### config.mk
export PLATFORM = sky130hd
export DESIGN_NAME = contador_bcd_modn
export DESIGN_NICKNAME = d
export VERILOG_FILES = /design/src/rtl/contador_pkg.sv /design/src/rtl/bcd_digit.sv /design/src/rtl/contador_bcd_modn.sv
export SDC_FILE = /design/constraint.sdc
export NUM_CORES = 1
export LEC_CHECK = 0
export ABC_AREA = 1
export BUFFER_PORTS_ARGS = -buffer_cell sky130_fd_sc_hd__buf_2
export CORE_MARGIN = 1
export CORE_UTILIZATION = 50
export CTS_BUF_LIST = sky130_fd_sc_hd__clkbuf_8
export DETAILED_ROUTE_END_ITERATION = 6
export PLACE_DENSITY = 0.78
export REMOVE_ABC_BUFFERS = 1
export SYNTH_ARGS = -nofsm -noshare
export SYNTH_HDL_FRONTEND = slang
export SYNTH_SLANG_ARGS = --single-unit
### constraint.sdc
create_clock -name clk -period 2.2 [get_ports clk]
set_input_delay 0.44 -clock clk [delete_from_list [all_inputs] [get_ports clk]]
set_output_delay 0.44 -clock clk [all_outputs]
set_load 0.01 [all_outputs]
### src/rtl/contador_pkg.sv
// Shared constants and BCD helpers for the clock-datapath counters.
// Used by contador_bcd_modn and bcd_digit.
package contador_pkg;

    localparam logic [3:0] BCD_MAX  = 4'd9;
    localparam int         MOD_SEG  = 60;
    localparam int         MOD_MIN  = 60;
    localparam int         MOD_HORA = 24;

    function automatic logic [7:0] bin2bcd(input int v);
        return {4'(v / 10), 4'(v % 10)};
    endfunction

    function automatic bit bcd_valid(input logic [7:0] b);
        return (b[7:4] <= BCD_MAX) && (b[3:0] <= BCD_MAX);
    endfunction

    function automatic int bcd2bin(input logic [7:0] b);
        return int'(b[7:4]) * 10 + int'(b[3:0]);
    endfunction

endpackage

### src/rtl/bcd_digit.sv
// One decade (0..9) counter with synchronous clear, load, forced wrap and up/down step.
// Priority: clear_n low > load > wrap > inc > dec.
module bcd_digit
    import contador_pkg::*;
#(
    parameter logic [3:0] RST_VAL = 4'd0
) (
    input  logic       clk,
    input  logic       clear_n,
    input  logic       inc,
    input  logic       dec,
    input  logic       wrap,
    input  logic [3:0] wrap_val,
    input  logic       load,
    input  logic [3:0] load_val,
    output logic [3:0] q,
    output logic       tc
);

    logic [3:0] q_reg;

    always_ff @(posedge clk) begin
        if (!clear_n) begin
            q_reg <= RST_VAL;
        end else if (load) begin
            q_reg <= load_val;
        end else if (wrap) begin
            q_reg <= wrap_val;
        end else if (inc) begin
            q_reg <= (q_reg == BCD_MAX) ? 4'd0 : q_reg + 4'd1;
        end else if (dec) begin
            q_reg <= (q_reg == 4'd0) ? BCD_MAX : q_reg - 4'd1;
        end
    end

    // Borrow/carry into the next decade, valid in the cycle the step is requested.
    assign tc = (inc && (q_reg == BCD_MAX)) || (dec && (q_reg == 4'd0));
    assign q  = q_reg;

endmodule

### src/rtl/contador_bcd_modn.sv
// Two-digit BCD modulo-MOD counter with load check, terminal-count carry and load_err.
// Define CONTADOR_DOWN_EN to add the `down` input for decrementing.
module contador_bcd_modn
    import contador_pkg::*;
#(
    parameter int MOD       = MOD_SEG,
    parameter int RESET_VAL = 0
) (
    input  logic       clk,
    input  logic       clear_n,
    input  logic       en,
`ifdef CONTADOR_DOWN_EN
    input  logic       down,
`endif
    input  logic       load,
    input  logic [7:0] load_val,
    output logic [3:0] q_units,
    output logic [3:0] q_tens,
    output logic       carry,
    output logic       load_err
);

    localparam logic [7:0] TERM_BCD = bin2bcd(MOD - 1);
    localparam logic [7:0] RST_BCD  = bin2bcd(RESET_VAL);

    logic       dir_down;
    logic       load_ok;
    logic       load_take;
    logic       terminal;
    logic       step;
    logic       wrap_now;
    logic [1:0] inc_d;
    logic [1:0] dec_d;
    logic [1:0] tc_d;
    logic [3:0] q_d [2];
    logic       load_err_reg;

`ifdef CONTADOR_DOWN_EN
    assign dir_down = down;
`else
    assign dir_down = 1'b0;
`endif

    assign load_ok   = bcd_valid(load_val) && (bcd2bin(load_val) < MOD);
    assign load_take = load && load_ok;

    assign terminal = dir_down ? ({q_d[1], q_d[0]} == 8'h00)
                               : ({q_d[1], q_d[0]} == TERM_BCD);

    // Any load cycle, accepted or not, suppresses counting.
    assign step     = en && !load;
    assign wrap_now = step && terminal;

    assign inc_d[0] = step && !dir_down;
    assign inc_d[1] = step && !dir_down && tc_d[0];
    assign dec_d[0] = step && dir_down;
    assign dec_d[1] = step && dir_down && tc_d[0];

    generate
        for (genvar gi = 0; gi < 2; gi++) begin : g_digit
            localparam logic [3:0] WRAP_DN = TERM_BCD[gi*4 +: 4];
            bcd_digit #(
                .RST_VAL(RST_BCD[gi*4 +: 4])
            ) u_digit (
                .clk     (clk),
                .clear_n (clear_n),
                .inc     (inc_d[gi]),
                .dec     (dec_d[gi]),
                .wrap    (wrap_now),
                .wrap_val(dir_down ? WRAP_DN : 4'd0),
                .load    (load_take),
                .load_val(load_val[gi*4 +: 4]),
                .q       (q_d[gi]),
                .tc      (tc_d[gi])
            );
        end
    endgenerate

    always_ff @(posedge clk) begin
        if (!clear_n) begin
            load_err_reg <= 1'b0;
        end else begin
            load_err_reg <= load && !load_ok;
        end
    end

    assign q_units  = q_d[0];
    assign q_tens   = q_d[1];
    assign carry    = en && terminal;
    assign load_err = load_err_reg;

endmodule

==> metrics.csv <==
metric,value,unit
vias in the first global route,971,
GR Layer Usage met3,4.76,%
P per Cell Area,506,mW/mm²
Finish-stage setup viols,8,
FF+latch area,180,µm²
HP Class,primary input to flip-flop,
minimum clock period,2280,ps
kind of critical path,primary input to flip-flop,
core region area,0.00176,mm²
MaxCap Viol Count,0,
die area,0.00211,mm²
Cells after Synth,147,
routed len/inst,12.4,µm
I/O Pins,22,
CTS buffer count,3,
clk root buf,clkbuf_8,
worst-margin pin slew,345,ps
Worst R2R Start,g_digit[0].u_digit.q[0]$_SDFFE_PN0P_,
RSZ-0062 raised after global routing,yes,
failing checks,setup timing,
met2 usage,45.6,%
Ys Warns,0,
Max-slew headroom,76.8,%
Crit path required time,2330,ps
DRC,0,
Worst R2R Setup Slack,650,ps
drt via density,5.13,
initial drt markers,26,
sequential area share after synthesis,18.7,%
Final Max Slew Viols,0,
Critical Path AT,2410,ps
Peak VDD IR,0.287,mV
Clock Latency Late Sink,240,ps
WL final,2570,µm
initial core utilization,54.7,%
number of H-tree levels,1,
synthesized area per cell,6.56,µm²
GPL Wtd Cong,0.845,
dpl hpwl,1840,µm
clk slew on worst S/H paths,50,ps
Hold Worst Slack,499,ps
total number of vias,1062,
Chip Height,45.9,µm
antenna cells,0,
grt met1 use,32.1,%
final net count,203,
GR peak layer,met2,
"Max FO, Critical Path",7,
Max clock buf depth,2,
Critical Path Sink Type,flip-flop,
max FFs per register,8,
initial antenna violation count,0,
synth-to-layout area growth,36.3,%
placed insts,201,
Unique masters post-synth,25,
Final Hold Fails,0,
critical path launch point type,primary input,
"Cell Area, Synth",965,µm²
status,finished with violations,
Worst Slack Setup Final,-77.8,ps
"commonest non-fill, non-tap cell in the layout",inv_1,
Yosys reg bits,9,
GRT Total Usage,26.9,%
Setup crit end,g_digit[0].u_digit.q[2]$_SDFFE_PN0P_,
number of port buffers,21,
post-route clock period utilization,104,%
layout cells sized above 1,36.8,%
Fin Clk Skew,4.08,ps
die span in x,45.9,µm
Fillers,158,
P_leak,0.658,nW
Peak Freq,0.439,GHz
Detailed Routing Iterations Pass 1,4,
Post-CTS Hold Buffers,0,
most frequent cells in the layout,"inv_1, nand2_1, buf_2",
post-route insts no fill,207,
Post-DRT Antenna Nets,0,
GRT overflow,0,
Multi-input gate area,754,µm²
TritonCTS clock tree,done,
Std-Cell Rows,15,
first-pass GRT wire length,4000,µm
worst setup path startpoint,load_val[7],
R2R cell count,7,
pin count of the biggest net entering global routing,10,
FF-to-FF End,g_digit[1].u_digit.q[2]$_SDFFE_PN0P_,
clk sink count,9,
## power breakdown
group | internal (mW) | switching, mW
logic | 0.116 | 0.164
clock network | 0.122 | 0.0711
registers | 0.177 | 0.0158
total | 0.415 | 0.251
## worst max-delay path, stage by stage
cell	delay [ps]
buf_6	100
ha_4	240
ha_4	160
fa_1	550
nand2_2	80
clkinv_2	70
nand3_4	60
nor2_4	100
nor2_4	60
nor2_8	140
nand3_4	130
nand2_4	110
nor2_2	40
nor2_1	100
nor2_1	40
## metal layers
layer	wire, µm	up-vias	share of wire [%]
met5	0	-	0
met1	1090	474	42
li1	-	548	-
met3	111	5	4.3
met2	1320	35	51
met4	47	0	1.8
## kinds of logic after synthesis
group	share of synthesized area, %
adders and majority gates	11.9
DFF	18.7
AOI/OAI and AO/OA	10.4
buffers and inverters	12.2
xor gates and xnor gates	1.82
and+or+nand+nor	45.0
## cell type report
type                            count  share of cell area, %
Clock buffer                        3                   3.14
Clock inverter                      1                  0.285
Inverter                           26                   7.61
Multi-Input combinational cell    111                   57.4
Sequential cell                     9                   13.7
Tap cell                           25                   2.38
Timing Repair Buffer               32                   15.5
## how the worst min path moves through the flow
stage | start | to | slack (ps) | depth (start not counted)
global route | load_val[0] | g_digit[0].u_digit.q[0]$_SDFFE_PN0P_ | 500 | 3
detailed placement | g_digit[1].u_digit.q[3]$_SDFFE_PN0P_ | g_digit[1].u_digit.q[3]$_SDFFE_PN0P_ | 520 | 2
floorplan | g_digit[1].u_digit.q[3]$_SDFFE_PN0P_ | g_digit[1].u_digit.q[3]$_SDFFE_PN0P_ | 530 | 2
finish | clear_n | load_err$_SDFF_PN0_ | 500 | 3
CTS | clear_n | load_err$_SDFF_PN0_ | 490 | 3
global placement | g_digit[1].u_digit.q[3]$_SDFFE_PN0P_ | g_digit[1].u_digit.q[3]$_SDFFE_PN0P_ | 520 | 2
## per-stage QoR
stage                     worst slack (ps)  setup TNS (ps)  utilization [%]  total power [mW]  cell area [µm²]
after floorplan                       -235           -1430                -             0.350              946
after global placement                -389           -2850             65.6             0.420             1160
after detailed placement              -467           -3500             65.6             0.429             1160
after CTS                            -69.7            -224             73.9             0.657             1300
after global routing                  -175           -1000             74.5             0.706             1320
final                                -77.8            -381             74.5             0.665             1320
## cells in the mapped netlist
master	count	area share, %
a31oi_1	1	0.65
dfxtp_1	9	19
nand3_4	2	3.6
a21oi_2	1	0.91
clkinv_2	1	0.52
fa_1	2	4.2
xor2_1	2	1.8
buf_4	1	0.78
nand2_2	9	5.8
inv_1	24	9.3
o21ai_0	7	3.6
buf_6	1	1.2
nor2_1	12	4.7
nand2_4	1	1.2
nor3_1	1	0.52
nand3_1	16	8.3
nand4_1	7	4.5
clkinv_1	1	0.39
o21ai_1	3	1.6
nor2_8	1	2.1
a21oi_1	7	3.6
or2_1	1	0.65
ha_1	6	7.8
nand2_1	25	9.7
nor2_2	6	3.9
## timing repair
item	in CTS	in global routing
setup endpoints to repair	8	9
buffers inserted	1	0
cloned	1	0
pin swaps	12	5
gates resized for setup	17	4
(Power assumes the default switching activity.)
